===== src/rtl/frame_copy_engine_if.sv =====
// frame_copy_engine_if: control handshake plus source-read and display-write RAM ports.
// FRAME_COPY_FILL_EN adds the fill/fill_color screen-clear inputs.
interface frame_copy_engine_if #(
  parameter int unsigned ADDR_W = 17,
  parameter int unsigned DATA_W = 8
);
  logic              start;
  logic              abort;
  logic [ADDR_W-1:0] src_rd_addr;
  logic [DATA_W-1:0] src_q;
  logic [ADDR_W-1:0] dst_wr_addr;
  logic [DATA_W-1:0] dst_data;
  logic              dst_wren;
  logic              busy;
  logic              done;
  logic              aborted;
`ifdef FRAME_COPY_FILL_EN
  logic              fill;
  logic [DATA_W-1:0] fill_color;

  modport master (
    input  start, abort, src_q, fill, fill_color,
    output src_rd_addr, dst_wr_addr, dst_data, dst_wren, busy, done, aborted
  );
  modport slave (
    output start, abort, src_q, fill, fill_color,
    input  src_rd_addr, dst_wr_addr, dst_data, dst_wren, busy, done, aborted
  );
`else
  modport master (
    input  start, abort, src_q,
    output src_rd_addr, dst_wr_addr, dst_data, dst_wren, busy, done, aborted
  );
  modport slave (
    output start, abort, src_q,
    input  src_rd_addr, dst_wr_addr, dst_data, dst_wren, busy, done, aborted
  );
`endif
endinterface


===== src/rtl/frame_copy_engine.sv =====
// frame_copy_engine: streams a frame from working RAM to display RAM at one pixel per clock.
// Optional FRAME_COPY_FILL_EN replaces the copied data with a constant colour (screen clear).
module frame_copy_engine #(
  parameter int unsigned PIXELS = 76800,
  parameter int unsigned ADDR_W = 17,
  parameter int unsigned DATA_W = 8,
  parameter int unsigned RD_LAT = 2
) (
  input  logic                i_clk,
  input  logic                i_rst_n,
  frame_copy_engine_if.master bus
);
  localparam int unsigned       AP_W      = RD_LAT * ADDR_W;
  localparam logic [ADDR_W-1:0] LAST_ADDR = ADDR_W'(PIXELS - 1);

  typedef enum logic [1:0] {IDLE, READ, DRAIN, DONE} state_t;

  state_t            r_state;
  logic [ADDR_W-1:0] r_rd_addr;
  logic [RD_LAT-1:0] r_vpipe;
  logic [AP_W-1:0]   r_apipe;
  logic [ADDR_W-1:0] r_wr_addr;
  logic [DATA_W-1:0] r_wr_data;
  logic              r_wren;
  logic              r_busy;
  logic              r_done;
  logic              r_aborted;

  logic              w_out_valid;
  logic [ADDR_W-1:0] w_out_addr;
  logic [DATA_W-1:0] w_out_data;
  logic              w_abort_active;

`ifdef FRAME_COPY_FILL_EN
  logic              r_fill;
  logic [DATA_W-1:0] r_fill_color;

  assign w_out_data = r_fill ? r_fill_color : bus.src_q;
`else
  assign w_out_data = bus.src_q;
`endif

  // Oldest pipe slot lines up with src_q for the address issued RD_LAT clocks earlier.
  assign w_out_valid    = r_vpipe[RD_LAT-1];
  assign w_out_addr     = r_apipe[AP_W-1 -: ADDR_W];
  assign w_abort_active = bus.abort && (r_state == READ || r_state == DRAIN);

  always_ff @(posedge i_clk or negedge i_rst_n) begin
    if (!i_rst_n) begin
      r_state      <= IDLE;
      r_rd_addr    <= '0;
      r_vpipe      <= '0;
      r_apipe      <= '0;
      r_wr_addr    <= '0;
      r_wr_data    <= '0;
      r_wren       <= 1'b0;
      r_busy       <= 1'b0;
      r_done       <= 1'b0;
      r_aborted    <= 1'b0;
`ifdef FRAME_COPY_FILL_EN
      r_fill       <= 1'b0;
      r_fill_color <= '0;
`endif
    end else begin
      r_done    <= 1'b0;
      r_aborted <= 1'b0;
      r_wren    <= 1'b0;
      r_vpipe   <= RD_LAT'({r_vpipe, (r_state == READ)});
      r_apipe   <= AP_W'({r_apipe, r_rd_addr});
      if (w_out_valid) begin
        r_wren    <= 1'b1;
        r_wr_addr <= w_out_addr;
        r_wr_data <= w_out_data;
      end

      case (r_state)
        IDLE: begin
          if (bus.start && !bus.abort) begin
            r_state   <= READ;
            r_rd_addr <= '0;
            r_busy    <= 1'b1;
`ifdef FRAME_COPY_FILL_EN
            r_fill       <= bus.fill;
            r_fill_color <= bus.fill_color;
`endif
          end
        end
        READ: begin
          if (r_rd_addr == LAST_ADDR) r_state <= DRAIN;
          else                        r_rd_addr <= r_rd_addr + ADDR_W'(1);
        end
        DRAIN: begin
          // Empty pipe here means the final write was registered on this same edge.
          if (r_vpipe == '0) begin
            r_state <= DONE;
            r_busy  <= 1'b0;
            r_done  <= 1'b1;
          end
        end
        DONE:    r_state <= IDLE;
        default: r_state <= IDLE;
      endcase

      if (w_abort_active) begin
        r_state   <= IDLE;
        r_busy    <= 1'b0;
        r_done    <= 1'b0;
        r_aborted <= 1'b1;
        r_wren    <= 1'b0;
        r_vpipe   <= '0;
      end
    end
  end

  assign bus.src_rd_addr = r_rd_addr;
  assign bus.dst_wr_addr = r_wr_addr;
  assign bus.dst_data    = r_wr_data;
  assign bus.dst_wren    = r_wren;
  assign bus.busy        = r_busy;
  assign bus.done        = r_done;
  assign bus.aborted     = r_aborted;

endmodule


===== src/flat_wrapper.sv =====
// flat-port wrapper written by rule: the top's interface ports become plain ports
module frame_copy_engine_flat 
#(
  parameter int unsigned PIXELS = 76800,
  parameter int unsigned ADDR_W = 17,
  parameter int unsigned DATA_W = 8,
  parameter int unsigned RD_LAT = 2
)
  (i_clk, i_rst_n, bus_start, bus_abort, bus_src_q, bus_src_rd_addr, bus_dst_wr_addr, bus_dst_data, bus_dst_wren, bus_busy, bus_done, bus_aborted);
  frame_copy_engine_if #(.ADDR_W(ADDR_W), .DATA_W(DATA_W)) bus_i ();
  input  logic i_clk;
  input  logic i_rst_n;
  input wire logic [$bits(bus_i.start)-1:0] bus_start;
  input wire logic [$bits(bus_i.abort)-1:0] bus_abort;
  input wire logic [$bits(bus_i.src_q)-1:0] bus_src_q;
  output wire logic [$bits(bus_i.src_rd_addr)-1:0] bus_src_rd_addr;
  output wire logic [$bits(bus_i.dst_wr_addr)-1:0] bus_dst_wr_addr;
  output wire logic [$bits(bus_i.dst_data)-1:0] bus_dst_data;
  output wire logic [$bits(bus_i.dst_wren)-1:0] bus_dst_wren;
  output wire logic [$bits(bus_i.busy)-1:0] bus_busy;
  output wire logic [$bits(bus_i.done)-1:0] bus_done;
  output wire logic [$bits(bus_i.aborted)-1:0] bus_aborted;
  assign bus_i.start = bus_start;
  assign bus_i.abort = bus_abort;
  assign bus_i.src_q = bus_src_q;
  assign bus_src_rd_addr = bus_i.src_rd_addr;
  assign bus_dst_wr_addr = bus_i.dst_wr_addr;
  assign bus_dst_data = bus_i.dst_data;
  assign bus_dst_wren = bus_i.dst_wren;
  assign bus_busy = bus_i.busy;
  assign bus_done = bus_i.done;
  assign bus_aborted = bus_i.aborted;
  frame_copy_engine #(.PIXELS(PIXELS), .ADDR_W(ADDR_W), .DATA_W(DATA_W), .RD_LAT(RD_LAT)) u_core (.i_clk(i_clk), .i_rst_n(i_rst_n), .bus(bus_i));
endmodule

===== config.mk =====
export PLATFORM = sky130hd
export DESIGN_NAME = frame_copy_engine_flat
export DESIGN_NICKNAME = d
export VERILOG_FILES = /design/src/rtl/frame_copy_engine_if.sv /design/src/rtl/frame_copy_engine.sv /design/src/flat_wrapper.sv
export SDC_FILE = /design/constraint.sdc
export NUM_CORES = 1
export LEC_CHECK = 0
export ABC_AREA = 1
export CAP_MARGIN = 20
export CELL_PAD_IN_SITES_DETAIL_PLACEMENT = 1
export CELL_PAD_IN_SITES_GLOBAL_PLACEMENT = 1
export CORE_MARGIN = 5
export CORE_UTILIZATION = 40
export DETAILED_ROUTE_END_ITERATION = 6
export PLACE_DENSITY = 0.9
export SYNTH_ARGS = -nofsm -noshare
export SYNTH_HDL_FRONTEND = slang
export SYNTH_SLANG_ARGS = --single-unit

===== constraint.sdc =====
create_clock -name i_clk -period 2.2 [get_ports i_clk]
set_clock_uncertainty 0.05 [all_clocks]
set_input_delay 0.44 -clock i_clk [delete_from_list [all_inputs] [get_ports i_clk]]
set_output_delay 0.44 -clock i_clk [all_outputs]
set_load 0.05 [all_outputs]

==> results.md, run 1 <==
* Outcome: completed
* Simple-Gate Fraction of Synth Area at a little over a quarter
* Max Cap Viol at 0
* Nets at approximately 440
* Top cells by instance count after synthesis: nand2_1 (133), dfrtp_1 (84), nand3_1 (27)
* Post-Synth XOR/XNOR Area at less than 1%
* Clk sinks at 84
* Crit-path max FO at 6
* TNS Setup at 0 ps
* Filler cell count at 940
* YS warnings at 0
* Number of global-route vias before repair at approximately 2,800
* Hold Fails Final Rpt at 0
* Top-area cell type share of the netlist area at between 60 and 70%
* Final period util at between 90% and 100%
* Worst-path cell with the longest stage delay: clkdlybuf4s50_1
* FMAX at about 470 MHz
* DR WL/cell at between 15 and 20 microns
* Hold depth at 0
* Pleak at around 2.2 nW
* Top FF cell, synth: dfrtp_1
* Critical Path RT at approximately 1700 ps
* CTS tree: yes
* Starting DRT DRC Count at between 100 and 150
* Placer Congestion at 0.864
* Worst relative slew slack at 51.2%
* Cells after Synth at around 350
* Final Max Tran Viols at 0
* Flop2flop setup slack at approximately 220 ps
* Io pins at slightly below 60
* Chip Width at about 100 microns
* Initial antenna violation count at 0
* Critical path cell sequence: clkdlybuf4s50_1
* Top cells by area, synth: dfrtp_1 (62%), nand2_1 (15%), nand3_1 (4.0%)
* Vias per inst at a little under 5
* Synth area leader: dfrtp_1
* Pwr dens at ~1100 mW/mm^2
* Critical path type: reg -> out
* CTS HTree Levels at 3
* Buf/Inv on CP at 1
* Critical path launch point: u_core.bus.src_rd_addr[15]
* Largest net degree at the start of global routing at between 60 and 70
* Syn-to-layout area delta at 27.9%
* FF-to-FF Start: u_core.bus.src_rd_addr[1]
* Synth Net Count at 367
* Remaining antenna violation count at 0
* FF+latch count, synth at 84
* Setup violations, final at 0
* CTS buffer count at 9
* Worst setup EP type: output pin
* First-pass GRT wire length at about 14,000 microns
* FP Rows at 33
* Sequential fraction of the synthesis area at 62.1%
* DP Area at ~0.0041 sq mm
* Post-synth EDFFs at 0
* VDD IR max at ~0.52 mV
* Worst Hold End: u_core.r_apipe[23]
* Mux cell area share after synthesis at 0%
* CTS root buffer: clkbuf_8
* Worst Setup Start Kind: register
* CTS Buffer Depth at 2
* Reg2Reg Depth at 9
* Hold Crit Class: reg -> reg
* Critical path's top delay family: buffers and inverters
* Via Count at between 2,000 and 3,000
* Reg clk slew, reported paths at ~90 ps
* Worst Max-Slew Pin Slew at between 700 and 800 ps
* Grt total ovfl at 0
* Top-count cell post-synth: nand2_1
* Synth Area in Adders at about 1.5%
* Post-CTS Setup Repair Bufs at 0
* Ys async rst share at between 90% and 100%
* Yosys cell types at 29
* Drt pass-1 iters at 4
* Final wirelength at 8860 microns
* Mean Syn Cell Area at between 9 and 10 sq um
* GRT Total Usage at between 15 and 20%
* RSZ-0062 raised after global routing: false
* Antenna diodes at 0
* Largest family of logic cells by synthesized area: simple AND/OR/NAND/NOR gates
* Worst hold start: u_core.r_apipe[6]
* Die area at roughly 0.010 sq mm
* CP arrival at ~1700 ps
* Core area at 0.00822 sq mm
* RR Endpoint: u_core.bus.src_rd_addr[13]
* Share of layout cells above drive strength 1 at about 16%
* Die Ht at between 100 and 150 microns
* DRC at 0
* Hpwl dp at around 6200 microns
* Initial Util at between 40% and 50%
* Worst skew pair latency at 360 ps
* Synth Area in Compound Gates at just under 5%
* IO Port Bufs at 57
* Period minus WS final at 2140 ps
* Cell area after synthesis at about 0.0034 sq mm
* Max incr delay on CP at between 800 and 900 ps
* Finished Cell Area at 0.00433 sq mm
* Power Total at roughly 4.7 mW
## where the power goes
group / internal, mW / leakage (nW) / switching [mW]
clock network: 0.654 / 0.109 / 0.584
registers: 1.73 / 1.15 / 0.121
logic: 0.447 / 0.893 / 1.19
total: 2.83 / 2.15 / 1.89
## layer usage
metal  vias to the layer above  GRT usage (%)  part of all wire (%)
met5                         -              0                     0
met4                         0           6.16                   1.3
met3                        11           3.75                   3.8
met2                        54           34.1                    55
met1                      1339           20.9                    40
li1                       1246              -                     -
## repair_timing
item / CTS / global route
endpoints found under the hold margin: 23 / 0
endpoints found under the setup margin: 0 / 1
hold buffers: 1 / 0
gates resized for setup: 0 / 1
## cells by family (layout without fill, tap and decap cells)
| family | after synthesis | count (layout) |
|---|---|---|
| AND/OR/NAND/NOR | 208 | 208 |
| flip-flops | 84 | 84 |
| buffers and inverters | 32 | 109 |
| AO/OA/AOI/OAI | 22 | 22 |
| adder cells (fa/ha/maj) | 4 | 4 |
| XOR/XNOR | 1 | 1 |
## placed cells by master, fill, tap and decap left out, types with 2 or more instances in the layout
master and count:
a21oi_1 3, buf_4 22, bufinv_16 2, clkbuf_8 9, clkdlybuf4s50_1 46, dfrtp_1 84, ha_1 4, inv_1 19
nand2_1 133, nand2_2 5, nand3_1 27, nand3_2 2, nand4_1 6, nor2_1 25, nor2_4 2, o21ai_1 2
o21ai_2 14, or2_2 5
## through the flow
step / util [%] / setup WS [ps] / cells / hold WS [ps]
global placement: 49.8 / 224 / 516 / 282
global route: 52.7 / 4.16 / 533 / 309
detailed placement: 49.8 / 90.7 / 516 / 286
floorplan: - / 266 / 351 / 94.4
finish: 52.7 / 56.9 / 533 / 297
CTS: 52.7 / 22.9 / 533 / 302
## state kept, by name (all words and copies together), names as in the netlist
| register | cells |
|---|---|
| u_core.r_state | 2 |
| u_core.bus.done | 1 |
| u_core.bus.dst_wren | 1 |
| u_core.bus.busy | 1 |
| u_core.r_vpipe | 2 |
| u_core.r_apipe | 34 |
| u_core.bus.dst_data | 8 |
| u_core.bus.dst_wr_addr | 17 |
| u_core.bus.aborted | 1 |
| u_core.bus.src_rd_addr | 17 |
## area by class of cell
| type | count | area (sq um) | area share (%) |
|---|---|---|---|
| multi-input combinational | 235 | 1120 | 25.9 |
| inverter | 22 | 83.8 | 1.94 |
| clock buffer | 10 | 128 | 2.95 |
| sequential | 84 | 2100 | 48.5 |
| tap | 105 | 131 | 3.03 |
| clock inverter | 6 | 96.3 | 2.22 |
| timing repair buffer | 71 | 668 | 15.4 |
## how the worst max path moves through the flow
stage                                       endpoint  slack (ps)  cells past startpoint
final                            bus_src_rd_addr[15]          60                      1
after global routing             bus_src_rd_addr[15]           4                      1
after CTS                        bus_src_rd_addr[15]          20                      1
after detailed placement  u_core.bus.src_rd_addr[13]          90                      7
after global placement     u_core.bus.src_rd_addr[4]         220                      7
after floorplan            u_core.bus.src_rd_addr[0]         270                     10
No activity file was read; power rests on OpenSTA's default activity.
==> inputs of run 2 (changes only) <==
REMOVE_ABC_BUFFERS = 1   (was not set)
==> results.md, run 2 (synthesis results as in run 1) <==
* Io pins at slightly below 60
* Setup violations, final at 0
* FP Rows at 33
* CTS resizes at 0
* Remaining antenna violation count at 0
* Crit-path max FO at 2
* Seq pwr share at 39.3%
* Most frequent cells in the layout: nand2_1 (133), dfrtp_1 (84), clkdlybuf4s50_1 (44)
* Number of global-route vias before repair at around 2,800
* CTS Buffer Depth at 2
* Critical path type: reg -> out
* Final Util at 52.1%
* Antenna diodes at 0
* Critical path's top delay family: buffers and inverters
* Drt pass-1 iters at 4
* CP Depth at 1
* Die area at about 0.010 sq mm
* Combinational Power Share at between 30% and 40%
* Worst Setup Start Kind: register
* Largest net degree at the start of global routing at 48
* CP arrival at approximately 1600 ps
* FMAX at approximately 480 MHz
* IO Port Bufs at between 50 and 60
* Pwr dens at between 1000 and 1500 mW/mm^2
* Max Cap Viol at 0
* Syn-to-layout area delta at 26.4%
* Worst relative slew slack at approximately 52%
* Share of layout cells above drive strength 1 at 16.3%
* CTS tree: yes
* Worst skew pair latency at around 350 ps
* GRT Total Usage at 17.3%
* CTS HTree Levels at 3
* Max reg flops at 34
* Clk sinks at 84
* Placer Congestion at roughly 0.9
* Most common cell after layout, fill and taps aside: nand2_1
* Final Max Tran Viols at 0
* Filler cell count at around 950
* Initial antenna violation count at 0
* Final period util at roughly 95%
* Critical path cell sequence: clkdlybuf4s50_1
* Reg2Reg Depth at 8
* Core area at 0.00822 sq mm
* CTS buffer count at 9
* Post-CTS Setup Repair Bufs at 0
* DR WL/cell at around 16 microns
* Hold Fails Final Rpt at 0
* Sw Share at about two fifths
* Worst setup EP type: output pin
* Hold Crit Class: in -> async
* VDD IR max at roughly 0.55 mV
* Hold_buf cts at 0
* Outcome: completed
* Die Ht at 102 microns
* Largest Register: u_core.r_apipe
* Max incr delay on CP at between 800 and 900 ps
* Sw Pwr at ~1.8 mW
* CTS root buffer: clkbuf_8
* Initial Util at between 40% and 50%
* Grt total ovfl at 0
* DP Area at between 0.004 and 0.005 sq mm
* First-pass GRT wire length at 13,900 microns
* DRC at 0
* TNS Setup at 0 ps
* Pleak at about 2.1 nW
* Vias per inst at between 4 and 5
* RSZ-0062 raised after global routing: false
* Starting DRT DRC Count at ~130
* Via Count at about 2,600
* Chip Width at 102 microns
* Critical Path RT at about 1700 ps
* Final wirelength at between 8000 and 9000 microns
* Nets at about 430
* Reg clk slew, reported paths at ~90 ps
* Internal power at roughly 2.8 mW
* Hpwl dp at about 5800 microns
* Buf/Inv on CP at 1
* Period minus WS final at 2100 ps
* Worst-path cell with the longest stage delay: clkdlybuf4s50_1
* Power Total at approximately 4.7 mW
* Clock share of power at around a quarter
* Finished Cell Area at 0.00428 sq mm
* Worst Max-Slew Pin Slew at just over 700 ps
## run 2: cell types whose count changed in the layout (fill, tap and decap cells not counted), sizes merged
| cell | before | now |
|---|---|---|
| clkinv | 3 | 6 |
| clkdlybuf4s50 | 46 | 44 |
| inv | 22 | 20 |
| buf | 23 | 22 |
| clkinvlp | 1 | 0 |
| dlygate4sd3 | 1 | 0 |
| dlymetal6s2s | 1 | 0 |
## run 2: final timing paths
| path | from | end | slack [ps] |
|---|---|---|---|
| max in group asynchronous | i_rst_n | u_core.r_apipe[21] | 1460 |
| max | u_core.bus.src_rd_addr[13] | bus_src_rd_addr[13] | 100 |
| min in group i_clk | u_core.r_apipe[1] | u_core.r_apipe[18] | 300 |
| min | i_rst_n | u_core.bus.dst_data[7] | 6 |
| max reg2reg | u_core.r_state[0] | u_core.bus.src_rd_addr[13] | 270 |
| min reg2reg | u_core.r_apipe[1] | u_core.r_apipe[18] | 300 |
## run 2: power groups by stage
stage	Clock [mW]	Combinational, mW	Sequential, mW
2_1_floorplan	0	0.543	2.35
3_3_place_gp	0	1.55	1.85
3_5_place_dp	0	1.63	1.87
4_1_cts	1.25	1.64	1.84
5_1_grt	1.31	1.75	1.86
6_report	1.22	1.62	1.84
## run 2: area by class of cell
class                   count  area [sq um]  area share, %
flip-flops and latches     84          2100           49.1
multi-input cells         235          1120           26.2
repair buffers             66           618           14.4
clock buffers              10           138           3.21
well taps                 105           131           3.07
clock inverters             6          87.6           2.05
inverters                  22          83.8           1.96
## run 2: metal layers
metal | wire (microns) | global-route usage, % | up-vias
met5 | 0 | 0 | -
met4 | 146 | 5.65 | 0
met3 | 349 | 3.75 | 14
met2 | 4320 | 29.9 | 63
met1 | 3510 | 21.6 | 1289
li1 | - | - | 1244
## run 2: worst reg2reg max path, delay by kind of cell (launching register included)
kind	cells	cell delay, ps
buffers and inverters	2	160
DFF	1	400
adders and majority gates	1	230
AOI/OAI and AO/OA	3	470
and+or+nand+nor	2	510
## run 2: per-stage QoR
step                cells  worst slack [ps]  hold slack (ps)
global placement      512               228              282
floorplan             341               176             94.4
global route          528              60.7             21.4
detailed placement    512              98.6              286
CTS                   528              88.5             1.77
finish                528               101             5.66
==> inputs of run 3 (changes only) <==
CAP_MARGIN = not set   (was 20)
==> results of run 3 <==
Same layout as run 2: the final DEF is identical, and so are final timing and power.
